$ cat config.mk
export PLATFORM = sky130hd
export DESIGN_NAME = sprite_anim_engine
export DESIGN_NICKNAME = d
export VERILOG_FILES = /design/src/rtl/sprite_anim_engine.sv
export SDC_FILE = /design/constraint.sdc
export NUM_CORES = 1
export LEC_CHECK = 0
export BUFFER_PORTS_ARGS = -buffer_cell sky130_fd_sc_hd__clkbuf_2
export CORE_UTILIZATION = 32
export DETAILED_ROUTE_END_ITERATION = 16
export SKIP_CTS_REPAIR_TIMING = 1
export SKIP_LAST_GASP = 1
export SYNTH_ARGS = -nofsm -noshare
export SYNTH_HDL_FRONTEND = slang
export SYNTH_SLANG_ARGS = --single-unit
export TNS_END_PERCENT = 50
$ cat constraint.sdc
create_clock -name Clk -period 14.63 [get_ports Clk]
set_input_delay 2.926 -clock Clk [delete_from_list [all_inputs] [get_ports Clk]]
set_output_delay 2.926 -clock Clk [all_outputs]
set_load 0.02 [all_outputs]
$ cat src/rtl/sprite_anim_engine.sv
// Per-character sprite engine: frame sequencer driven by a vsync-rate strobe,
// scaled/mirrored sprite ROM addressing and a 2-cycle transparency-keyed pixel path.
module sprite_anim_engine #(
  parameter int unsigned       ADDR_W          = 19,
  parameter int unsigned       COORD_W         = 10,
  parameter int unsigned       DATA_W          = 8,
  parameter int unsigned       ANIM_W          = 3,
  parameter int unsigned       FRAME_W         = 4,
  parameter int unsigned       SCALE_SHIFT     = 1,
  parameter int unsigned       TICKS_PER_FRAME = 4,
  parameter logic [DATA_W-1:0] TRANSPARENT     = '0,
  parameter int unsigned       DEFAULT_ANIM    = 0
) (
  input  logic               Clk,
  input  logic               Reset,
  input  logic               frame_clk,
  input  logic               anim_req,
  input  logic [ANIM_W-1:0]  anim_id,
  input  logic               anim_once,
  output logic               anim_ack,
  output logic               anim_done,
  input  logic               flip,
  input  logic [COORD_W-1:0] pos_x,
  input  logic [COORD_W-1:0] pos_y,
  input  logic [COORD_W-1:0] DrawX,
  input  logic [COORD_W-1:0] DrawY,
  output logic [ANIM_W-1:0]  desc_id,
  input  logic [7:0]         desc_w,
  input  logic [7:0]         desc_h,
  input  logic [FRAME_W-1:0] desc_frames,
  input  logic [ADDR_W-1:0]  desc_base,
  output logic [ADDR_W-1:0]  rom_addr,
  input  logic [DATA_W-1:0]  rom_data,
  output logic [FRAME_W-1:0] cur_frame,
  output logic               pix_on,
  output logic [DATA_W-1:0]  pix_data
);

  localparam int unsigned TICK_W = (TICKS_PER_FRAME > 1) ? $clog2(TICKS_PER_FRAME) : 1;
  localparam int unsigned SPAN_W = 8 + SCALE_SHIFT;
  localparam int unsigned CMP_W  = (COORD_W > SPAN_W) ? COORD_W : SPAN_W;

  typedef enum logic [1:0] {
    ST_LOOP,
    ST_ONCE,
    ST_HOLD_DONE
  } state_t;

  // Synchroniser is preset high so a level already high at reset is not an edge.
  logic fc_s1, fc_s2, fc_prev;
  logic frame_tick;

  always_ff @(posedge Clk) begin
    if (Reset) begin
      fc_s1   <= 1'b1;
      fc_s2   <= 1'b1;
      fc_prev <= 1'b1;
    end else begin
      fc_s1   <= frame_clk;
      fc_s2   <= fc_s1;
      fc_prev <= fc_s2;
    end
  end

  assign frame_tick = fc_s2 & ~fc_prev;

  state_t              state;
  logic [TICK_W-1:0]   tick_cnt;
  logic [COORD_W-1:0]  pos_x_lat;
  logic [COORD_W-1:0]  pos_y_lat;
  logic [FRAME_W-1:0]  last_frame;
  logic                tick_wrap;

  // Zero-frame descriptors behave as single-frame animations.
  assign last_frame = (desc_frames == '0) ? '0 : desc_frames - FRAME_W'(1);
  assign tick_wrap  = (tick_cnt == TICK_W'(TICKS_PER_FRAME - 1));

  always_ff @(posedge Clk) begin
    if (Reset) begin
      state     <= ST_LOOP;
      desc_id   <= ANIM_W'(DEFAULT_ANIM);
      cur_frame <= '0;
      tick_cnt  <= '0;
      pos_x_lat <= '0;
      pos_y_lat <= '0;
      anim_ack  <= 1'b0;
      anim_done <= 1'b0;
    end else begin
      anim_ack  <= anim_req;
      anim_done <= 1'b0;
      if (frame_tick) begin
        pos_x_lat <= pos_x;
        pos_y_lat <= pos_y;
      end
      // A request swallows a coincident tick so the new animation starts clean.
      if (anim_req) begin
        desc_id   <= anim_id;
        state     <= anim_once ? ST_ONCE : ST_LOOP;
        cur_frame <= '0;
        tick_cnt  <= '0;
      end else begin
        case (state)
          ST_HOLD_DONE: begin
            desc_id   <= ANIM_W'(DEFAULT_ANIM);
            state     <= ST_LOOP;
            cur_frame <= '0;
            tick_cnt  <= '0;
          end
          default: begin
            if (frame_tick) begin
              if (!tick_wrap) begin
                tick_cnt <= tick_cnt + TICK_W'(1);
              end else begin
                tick_cnt <= '0;
                if (cur_frame < last_frame) begin
                  cur_frame <= cur_frame + FRAME_W'(1);
                end else if (state == ST_ONCE) begin
                  state     <= ST_HOLD_DONE;
                  anim_done <= 1'b1;
                end else begin
                  cur_frame <= '0;
                end
              end
            end
          end
        endcase
      end
    end
  end

  // Address stage: explicit >= guards keep DrawX < pos from wrapping into a hit.
  logic [COORD_W-1:0] dx, dy, sx, sy;
  logic [CMP_W-1:0]   span_w, span_h;
  logic               hit;
  logic [ADDR_W-1:0]  col, frame_size, frame_off, row_off, addr_c;

  assign dx     = DrawX - pos_x_lat;
  assign dy     = DrawY - pos_y_lat;
  assign span_w = CMP_W'(desc_w) << SCALE_SHIFT;
  assign span_h = CMP_W'(desc_h) << SCALE_SHIFT;
  assign hit    = (DrawX >= pos_x_lat) && (DrawY >= pos_y_lat) &&
                  (CMP_W'(dx) < span_w) && (CMP_W'(dy) < span_h);
  assign sx     = dx >> SCALE_SHIFT;
  assign sy     = dy >> SCALE_SHIFT;

  assign col        = flip ? (ADDR_W'(desc_w) - ADDR_W'(1) - ADDR_W'(sx)) : ADDR_W'(sx);
  assign frame_size = ADDR_W'(desc_w) * ADDR_W'(desc_h);
  assign frame_off  = ADDR_W'(cur_frame) * frame_size;
  assign row_off    = ADDR_W'(sy) * ADDR_W'(desc_w);
  assign addr_c     = desc_base + frame_off + row_off + col;

  logic hit_d, hit_dd;

  always_ff @(posedge Clk) begin
    if (Reset) begin
      rom_addr <= '0;
      hit_d    <= 1'b0;
      hit_dd   <= 1'b0;
    end else begin
      rom_addr <= hit ? addr_c : desc_base;
      hit_d    <= hit;
      hit_dd   <= hit_d;
    end
  end

  // Keyed straight off the registered ROM output to hold the 2-cycle latency.
  assign pix_on   = hit_dd && (rom_data != TRANSPARENT);
  assign pix_data = pix_on ? rom_data : '0;

endmodule

==> impl_metrics.ini <==
[cells_and_area]
final_cell_mix = 235 x inv_1, 170 x fa_1, 148 x nand2_1
design_area_um2 = 12500
syn_to_final_growth_pct = 13.0
final_common_cell = inv_1
fillers = 3474
fin_nets = 1824
diodes = 0
drive_gt1_share_pct = 12.2

[timing]
setup_viol = 0
finClkSkew_ns = 0.0103
grt_setup_unrepaired = false
worstMarginPinSlew_ns = 1.23
timing.slew.headroom_pct = 17.6
fin_tns_setup_ns = 0
drv_slew = 0
hold_violations = 0
max_freq_mhz = 81.2
finalWorstPathRequiredPeriod_ns = 12.31
post-route-period-util_pct = 84.2

[grt]
grt_max_degree = 49
grt.total_usage_pct = 17.0
antenna_found_initial = 0
overflow = 0
grt_first_pass_wirelength_um = 47800
grt_pass1_vias = 9452

[critical_path]
crit_top_cell = fa_1
rrSetupSlack_ns = 6.15
cp-startpoint = desc_w[4]
crit_buf_inv = 7
crit_slowest_cell = fa_1
rr_startpoint = pos_y_lat[0]$_SDFFE_PP0P_
crit_type = in2reg
critPathMaxStageDelay_ns = 0.56
critical_path_required_ns = 14.88
crit_path_end_kind = flip-flop
critical_path.max_fanout = 14
critical_path.top_delay_family = adder cells
cp-start-kind = input port
cp.arrival_ns = 12.56

[routing]
drtAntennaViolNets = 0
wl_per_cell_um = 15.2
drc = 0
routed_via_density = 4.75
drt_pre_antenna_iters = 5
drt_iter0_markers = 475
routed_wl_um = 28500
vias = 8904

[clock_tree]
cts_root_buf = clkbuf_16
insertion_delay_ns = 0.33
clk_pin_slew_ns = 0.06
htreeDepth = 3
cts_buffer_depth = 2
numClockSinks = 57
cts_tree = built
numCtsBuffers = 9

[yosys]
yosysTopAreaCellShare_pct = 30.7
syn-num-nets = 1708
seq_area_frac_synth_pct = 10.3
syn_area_um2 = 11100
synthTopCellsByArea = fa_1 31%, ha_1 16%, dfxtp_1 10%
synthFlopType = dfxtp_1
synthCells = 1304
yosys.area.top_type = fa_1
ys_warn_count = 0
synth_area_per_cell_um2 = 8.51
async_flop_share_pct = 0
synth.distinct_cells = 60
synth_edf_count = 0
synth_seq_cells = 57

[pwr]
p_leak_nw = 6.22
swShare_pct = 51.7
total_power_w = 0.00240
powerDensity_nw_per_um2 = 191
clkPwrFrac_pct = 9.1
peakVddDrop_uv = 227
power_frac_comb_pct = 83.8
seqPwrFrac_pct = 7.1
power.internal_w = 0.00116
power.switching_w = 0.00124

[floorplanning]
core_um2 = 33800
die_h_um = 188
start_util_pct = 32.8
top_level_ports = 133
dieArea_um2 = 35400
num_rows = 67
die_w_um = 188

[placed_design]
port_buffers = 132
dpl.hpwl_um = 24500
placed_area_um2 = 12200
routabilityCongestion = 0.857

[worst_hold_path]
hp-start = fc_s1$_SDFF_PP1_
hold_class = reg2reg

[flow_run]
drv_cap = 0

[status]
status = complete, no violations
==> cells in the mapped netlist, types with 3 or more instances <==
cell,n
xnor2_1,45
a21oi_1,65
nand3_1,11
and3_1,8
o31ai_1,3
o211ai_1,3
nand4_1,6
a211oi_1,7
o41ai_1,3
nand2_1,148
or2_2,5
a22o_1,4
o21ai_0,33
nand3b_1,5
nor2b_1,15
inv_1,235
nand2b_1,6
nor3_1,17
o21a_1,9
xor2_1,14
fa_1,170
a21o_1,9
mux2i_1,19
and2_1,66
o21bai_1,8
nor4_1,6
dfxtp_1,57
clkbuf_1,27
nor2_1,114
ha_1,138
clkinv_1,10
==> worst paths after layout <==
kind | to | cells after the start
max reg2reg | rom_addr[18]$_SDFF_PP0_ | 29
min | fc_s2$_SDFF_PP1_ | 1
max | rom_addr[18]$_SDFF_PP0_ | 35
min reg2reg | fc_s2$_SDFF_PP1_ | 1
==> layer usage <==
layer  routed length [um]  GRT usage [%]  vias up
met5                    0              0        -
met4                  369           2.44        0
met3                 1530           2.56       24
met2                13400           28.5      251
met1                13100           23.3     4291
li1                     -              -     4338
==> final cells by class <==
type,instances,area (um^2),share of cell area (%)
inverter,245,920,7.34
clock buffer,12,267,2.13
sequential,57,1140,9.11
clock inverter,4,50.0,0.399
multi-input combinational,970,8890,71.0
timing repair buffer,137,698,5.57
tap,448,561,4.47
==> sequential cells by signal, summed over array words and instances (netlist names) <==
name       count
anim_ack       1
anim_done      1
cur_frame      4
desc_id        3
fc_prev        1
fc_s1          1
fc_s2          1
hit_d          1
hit_dd         1
pos_x_lat     10
pos_y_lat     10
rom_addr      19
state          2
tick_cnt       2
==> stage by stage <==
stage | instances | setup slack (ns) | util [%] | hold WS, ns
floorplan | 1304 | 2.94 | - | 0.389
global placement | 1857 | 2.07 | 36.2 | 0.396
detailed placement | 1857 | 1.98 | 36.2 | 0.402
CTS | 1873 | 2.29 | 37.1 | 0.414
global route | 1873 | 1.68 | 37.1 | 0.448
finish | 1873 | 2.32 | 37.1 | 0.414
==> power groups by stage <==
stage | Clock, W | Sequential (W) | Combinational, W
after global placement | 0 | 0.000174 | 0.00196
after detailed placement | 0 | 0.000174 | 0.00198
after global routing | 0.000232 | 0.000172 | 0.00230
final | 0.000218 | 0.000171 | 0.00201
after CTS | 0.000224 | 0.000171 | 0.00200
after floorplan | 0 | 0.000184 | 0.00154
==> cells by family after synthesis <==
group | Yosys count | share of synthesized area [%]
simple gates | 417 | 17.5
fa+ha+maj | 308 | 46.3
buf+inv | 277 | 9.54
compound gates | 164 | 9.54
xor+xnor | 60 | 4.81
flops | 57 | 10.3
mux | 21 | 2.02
Note: power is estimated with default switching activity, not from simulation.
